<file path="src/rtl/inst_loader_pkg.sv">
// Shared types and SRAM port layout for the instruction loader and the BNN controller.
// The controller's ctrl_sram bus uses the same bit positions as sram_ctrl.
package inst_loader_pkg;

    localparam int INST_ADDR_W  = 11;
    localparam int INST_DATA_W  = 16;
    localparam int SRAM_CEN_BIT = INST_ADDR_W;
    localparam int SRAM_WEN_BIT = INST_ADDR_W + 1;
    localparam int SRAM_CTRL_W  = INST_ADDR_W + 2;

    // WEN=1, CEN=1, address 0: no SRAM access this cycle.
    localparam logic [SRAM_CTRL_W-1:0] SRAM_IDLE = {1'b1, 1'b1, {INST_ADDR_W{1'b0}}};

    typedef enum logic [2:0] {
        S_IDLE,
        S_LOAD,
        S_READY,
        S_RESTART,
        S_RUN,
        S_DONE
    } state_t;

    // Write request for one word at addr (both strobes active-low).
    function automatic logic [SRAM_CTRL_W-1:0] sram_write(input logic [INST_ADDR_W-1:0] addr);
        return {1'b0, 1'b0, addr};
    endfunction

endpackage

</file>
<file path="src/rtl/inst_loader.sv">
// Boot/program sequencer: streams host words into the instruction SRAM while the
// controller is held in reset, then runs the controller until it fetches past the program.
import inst_loader_pkg::*;

module inst_loader #(
    parameter int ADDR_W = INST_ADDR_W,
    parameter int DEPTH  = 2 ** ADDR_W
) (
    input  logic                   clk,
    input  logic                   rst,
    input  logic                   host_valid,
    input  logic [INST_DATA_W-1:0] host_data,
    input  logic                   host_last,
    output logic                   host_ready,
    input  logic                   start,
    input  logic                   pause_in,
    input  logic [ADDR_W+1:0]      ctrl_sram,
    output logic [ADDR_W+1:0]      sram_ctrl,
    output logic [INST_DATA_W-1:0] sram_din,
    output logic                   ctrl_rst,
    output logic                   ctrl_pause,
    output logic                   done,
    output logic                   ovf
);

    // The SRAM bit layout lives in the package, so the geometry is fixed there.
    if (ADDR_W != INST_ADDR_W || DEPTH != (1 << ADDR_W)) begin : g_bad_geometry
        $error("inst_loader: ADDR_W/DEPTH disagree with inst_loader_pkg SRAM layout");
    end

    state_t              state;
    logic [ADDR_W-1:0]   wr_ptr;
    logic [ADDR_W:0]     prog_len;
    logic [ADDR_W+1:0]   sram_q;
    logic                hold_pause;

    logic                accept;
    logic                fresh;
    logic [ADDR_W-1:0]   wr_addr;
    logic                at_end;
    logic                closing;
    logic                hit_end;

    assign accept  = host_valid & host_ready;
    // Any accept outside LOAD opens a new program at address 0.
    assign fresh   = (state != S_LOAD);
    assign wr_addr = fresh ? '0 : wr_ptr;
    assign at_end  = (wr_addr == ADDR_W'(DEPTH - 1));
    assign closing = host_last | at_end;
    // prog_len == DEPTH has its MSB set, so a full program can never match.
    assign hit_end = ~ctrl_sram[SRAM_CEN_BIT] && ({1'b0, ctrl_sram[ADDR_W-1:0]} == prog_len);

    always_ff @(posedge clk) begin
        if (rst) begin
            state      <= S_IDLE;
            wr_ptr     <= '0;
            prog_len   <= '0;
            sram_q     <= SRAM_IDLE;
            sram_din   <= '0;
            host_ready <= 1'b1;
            ctrl_rst   <= 1'b1;
            hold_pause <= 1'b0;
            done       <= 1'b0;
            ovf        <= 1'b0;
        end else begin
            // NOTE: later non-blocking assignments in the same block override this default.
            sram_q <= SRAM_IDLE;
            if (accept) begin
                sram_q     <= sram_write(wr_addr);
                sram_din   <= host_data;
                wr_ptr     <= wr_addr + ADDR_W'(1);
                host_ready <= 1'b1;
                ctrl_rst   <= 1'b1;
                hold_pause <= 1'b0;
                done       <= 1'b0;
                if (fresh)
                    ovf <= 1'b0;
                if (closing) begin
                    state    <= S_READY;
                    prog_len <= {1'b0, wr_addr} + (ADDR_W + 1)'(1);
                    if (!host_last)
                        ovf <= 1'b1;
                end else begin
                    state <= S_LOAD;
                end
            end else begin
                unique case (state)
                    S_READY: begin
                        if (start) begin
                            state      <= S_RUN;
                            host_ready <= 1'b0;
                            ctrl_rst   <= 1'b0;
                        end
                    end
                    S_DONE: begin
                        if (start) begin
                            state      <= S_RESTART;
                            host_ready <= 1'b0;
                            ctrl_rst   <= 1'b1;
                            hold_pause <= 1'b0;
                            done       <= 1'b0;
                        end
                    end
                    S_RESTART: begin
                        state    <= S_RUN;
                        ctrl_rst <= 1'b0;
                    end
                    S_RUN: begin
                        if (hit_end) begin
                            state      <= S_DONE;
                            host_ready <= 1'b1;
                            hold_pause <= 1'b1;
                            done       <= 1'b1;
                        end
                    end
                    default: ;
                endcase
            end
        end
    end

    // The controller owns the SRAM port with zero added latency while running.
    assign sram_ctrl  = (state == S_RUN) ? ctrl_sram : sram_q;
    assign ctrl_pause = hold_pause | ((state == S_RUN) & pause_in);

endmodule

</file>
<file path="config.mk">
export PLATFORM = sky130hd
export DESIGN_NAME = inst_loader
export DESIGN_NICKNAME = d
export VERILOG_FILES = /design/src/rtl/inst_loader_pkg.sv /design/src/rtl/inst_loader.sv
export SDC_FILE = /design/constraint.sdc
export NUM_CORES = 1
export LEC_CHECK = 0
export CORE_ASPECT_RATIO = 1.5
export CORE_UTILIZATION = 45
export DETAILED_ROUTE_END_ITERATION = 6
export GPL_ROUTABILITY_DRIVEN = 0
export PLACE_DENSITY = 0.74
export SYNTH_ARGS = -nofsm -noshare
export SYNTH_HDL_FRONTEND = slang
export SYNTH_SLANG_ARGS = --single-unit
</file>
<file path="constraint.sdc">
create_clock -name clk -period 6.35 [get_ports clk]
set_input_delay 0.9525 -clock clk [delete_from_list [all_inputs] [get_ports clk]]
set_output_delay 0.9525 -clock clk [all_outputs]
set_load 0.01 [all_outputs]
</file>
; ---- After elaboration in Yosys (flattened, before gate mapping)
; Index checks and enable logic that the tools add are counted.
[totals]
register_bits = 59
inputBits = 35
out_inout_bits = 34
word_cells = 63
[op_classes]
addsub = 2
eq_ne = 14
muxes = 18
n_bitwise = 6
reduce_logical = 13
[op_table]
columns = cell, n
row1 = $mux 13, 2
row2 = $add 11x1->12 const B, 1
row3 = $eq 11x12->1, 1
row4 = $mux 3, 4
row5 = $pmux 3 s4, 1
row6 = $add 11x1->11 const B, 1
row7 = $eq 11x11->1 const B, 1
row8 = $mux 11, 1
row9 = $ne 3x3->1 const B, 3
row10 = $reduce_and 3->1, 3
row11 = $eq 3x2->1 const B, 2
row12 = $eq 3x3->1 const B, 2
row13 = $mux 1, 6
row14 = $ne 2x2->1 const B, 3
row15 = $reduce_or 2->1, 3
row16 = $reduce_bool 5->1, 1
row17 = $pmux 1 s2, 2
row18 = $reduce_and 4->1, 1
row19 = $reduce_bool 2->1, 2
row20 = $ne 3x1->1 const B, 1
row21 = $pmux 1 s3, 1
row22 = $reduce_bool 3->1, 1
row23 = $and 1x1->1, 2
row24 = $mux 2, 1
row25 = other kinds (5), 7

; ---- Depth between registers and ports, before layout
[logic_depth]
ltp_word = 6
depth_mapped = 9
mapped_depth_nobuf = 7

; ---- Worst setup path before layout
; No wires, ideal clock.
[synth_timing]
path_type = register -> output
from = register state[2]
to = output sram_ctrl[10]
arrival_time_ns = 1.632
required_ns = 5.398
setup_slack_ns = 3.765
path_stages_with_launch = 6
path_buffers = 2
path_cell_list = dfxtp_1 buf_6 inv_1 nor3_1 buf_2 mux2_2
[synth_between]
elab_chain_len = 2
[synth_lines]
columns = element, line
row1 = from (decl), inst_loader.sv:31  ; state_t state;
row2 = from (signal assigned), inst_loader.sv:55  ; state <= S_IDLE;
row3 = from (signal assigned), inst_loader.sv:79  ; state <= S_READY;
row4 = from (signal assigned), inst_loader.sv:84  ; state <= S_LOAD;
row5 = $eq 3x3->1, inst_loader.sv:123  ; assign sram_ctrl = (state == S_RUN) ? ctrl_sram : sram_q;
row6 = $mux 13, inst_loader.sv:123
row7 = to (decl), inst_loader.sv:18  ; output logic [ADDR_W+1:0] sram_ctrl,
; Every way passes these cells.

; ---- Worst setup path in the final report
[layout_timing]
from = register state[2]
to = output sram_ctrl[5]
; Same word-level chain as after synthesis.

==> qor.csv <==
stage,metric,value,unit
run_status,status,"complete, no violations",
synthesis,Mapped Cells,328,
synthesis,dominant cell by count in the synthesized netlist,dfxtp_1,
global_routing,vias in the first global route,2379,
finish,fraction of layout cells with a size suffix above 1,0.0946,
synthesis,syn_nets,364,
die,Die H,98.3,um
synthesis,Post-synth top cells,"dfxtp_1, nand2_1, a21oi_1",
die,Site Rows,34,
finish,post-route cell area,3710,sq um
finish,Antenna Cells,0,
power,Flop pwr share,0.434,
power,internal power,678,uW
die,Die X,66.2,um
timing,setup TNS,0,ns
timing,RSZ-0062 raised after global routing,false,
clock_tree,postcts setup bufs,0,
setup_path,CP startpoint kind,register,
die,core area,5870,sq um
routing,via count,2578,
timing,fmax,0.268,GHz
clock_tree,hold_buf cts,0,
global_routing,initial antenna violation count,0,
synthesis,Mean Syn Cell Area,8.48,sq um
finish,P&R area growth vs syn,33.4,%
setup_path,Crit path required time,5.40,ns
global_routing,GRT overflow,0,
synthesis,Post-synth ARST share,0,
routing,Routed WL,6820,um
clock_tree,PostCTS Resize Cnt,0,
power,Sw Share,0.225,
power,Max VDD drop,0.253,mV
die,boundary pin count,69,
global_routing,largest net degree at the start of global routing,44,
power,static leakage,0.00139,uW
synthesis,post-synth top area share,0.417,
setup_path,Crit. End Element,output pin,
synthesis,synthesized area,2780,sq um
clock_tree,Root Driver,clkbuf_8,
global_routing,first-pass GRT wire length,11100,um
power,Combinational Power Share,0.107,
routing,DRT iter0 DRCs,119,
clock_tree,TritonCTS buffer count,9,
run,Max-Cap Viols,0,
timing,Final WS setup,2.62,ns
timing,Final Hold Vio Count,0,
placement,DP Worst Slack,2.94,ns
placement,area post-placement,3480,sq um
synthesis,"Seq/Total Area, Yosys",0.417,
die,die footprint,6510,sq um
setup_path,"Max FO, Critical Path",15,
die,Initial Utilization,0.474,
timing,worst-case clock skew,0.00874,ns
timing,crit share post-route,0.587,
timing,Tmin final,3.73,ns
setup_path,Crit Path Class,reg2out,
placement,I/O Buffers,68,
synthesis,Netlist cell types,46,
clock_tree,H-tree lvl count,3,
min_path,HP Class,reg2reg,
setup_path,Critical Path AT,2.77,ns
synthesis,ranking of synthesized cells by area,"dfxtp_1, nand2_1, a21oi_1",
finish,Final #Nets,422,
routing,Avg Vias per Cell,5.57,
power,sw power,197,uW
routing,Wirelength per Cell,14.7,um
timing,final setup vio count,0,
global_routing,overall global routing resource usage,0.225,
synthesis,Post-synth EDFFs,0,
placement,DPL Wire Length,4760,um
clock_tree,Clock transition at path regs,0.06,ns
synthesis,Yosys warning total,0,
power,P per Cell Area,236,nW/um^2
routing,final antenna-violating net count,0,
timing,Rel. slew slack,0.292,
timing,measured slew at the worst slew-check pin,1.06,ns
clock_tree,CTS Sinks,58,
synthesis,Seq cells post-synth,58,
routing,DRC,0,
timing,final slew viol count,0,
routing,Initial DRT Pass Iterations,4,
clock_tree,buffer depth of the longest clock path,2,
synthesis,ys flop type,dfxtp_1,
power,Clock power frac,0.459,
synthesis,Yosys top cell by area,dfxtp_1,
clock_tree,CTS tree,done,
clock_tree,worst-skew pair later-pin latency,0.33,ns
## cell usage in the layout (no fill, tap or decap), types with 4 or more instances in the layout
cell | synthesis | routed
nor2_1 | 12 | 12
and3_1 | 4 | 4
mux2_2 | 11 | 11
xnor2_1 | 6 | 6
nand2_1 | 51 | 51
nor3_1 | 7 | 6
and4_1 | 4 | 4
o21ai_0 | 15 | 15
xor2_1 | 11 | 11
nor4_1 | 4 | 4
a211oi_1 | 4 | 4
inv_1 | 6 | 6
clkbuf_8 | 0 | 9
nand3_1 | 12 | 12
clkdlybuf4s50_1 | 0 | 68
o211ai_1 | 9 | 9
dfxtp_1 | 58 | 58
a21oi_1 | 37 | 37
and2_1 | 13 | 13
## flip-flops by register name (all words and copies together) (netlist names)
name / cells
wr_ptr: 11
ovf: 1
hold_pause: 1
ctrl_rst: 1
prog_len: 12
sram_q: 12
sram_din: 16
state: 3
host_ready: 1
## final cells by class
type | count | area (sq um)
well taps | 72 | 90.1
clock inverters | 6 | 105
clock buffers | 10 | 128
repair buffers | 71 | 703
fillers | 528 | 2160
flip-flops and latches | 58 | 1160
inverters | 6 | 22.5
multi-input cells | 240 | 1500
## layer usage
metal / vias up / track usage / share of wire
li1: 1284 / - / -
met1: 1208 / 0.251 / 0.41
met2: 78 / 0.395 / 0.53
met3: 8 / 0.0397 / 0.037
met4: 0 / 0.119 / 0.022
met5: - / 0 / 0
## worst max-delay path, stage by stage (launching register included)
cell,delay (ns)
dfxtp_1,0.51
inv_1,0.15
nor3_2,0.86
mux2_2,0.42
clkdlybuf4s50_1,0.50
## logic make-up (layout without fill, tap and decap cells)
group | count (synthesis) | in the layout | synth area share
AO/OA/AOI/OAI | 86 | 86 | 0.205
XOR/XNOR | 17 | 17 | 0.0535
adder cells (fa/ha/maj) | 1 | 1 | 0.00450
multiplexers | 13 | 13 | 0.0517
flip-flops | 58 | 58 | 0.417
buffers and inverters | 30 | 93 | 0.0450
AND/OR/NAND/NOR | 123 | 123 | 0.223
## worst paths after layout
kind,from,to,slack [ns],cells after the start
hold reg to reg,sram_din[12],sram_din[12],0.45,2
hold / removal,sram_din[12],sram_din[12],0.45,2
setup / recovery,state[2],sram_ctrl[5],2.62,4
setup reg to reg,state[0],prog_len[7],3.05,7
## power by group through the flow
stage	Clock [uW]	Sequential [uW]	Combinational [uW]
floorplan	0	388	44.0
global placement	0	387	93.5
detailed placement	0	388	94.3
CTS	409	380	94.7
global route	427	381	102
finish	401	380	93.8
## stage by stage
stage / hold WS [ns] / total power (uW) / instances / utilization
2_1_floorplan: 0.462 / 432 / 328 / -
3_3_place_gp: 0.441 / 481 / 447 / 0.592
3_5_place_dp: 0.450 / 482 / 447 / 0.592
4_1_cts: 0.456 / 884 / 463 / 0.632
5_1_grt: 0.474 / 910 / 463 / 0.632
6_report: 0.454 / 875 / 463 / 0.632
No activity file was read; power rests on OpenSTA's default activity.
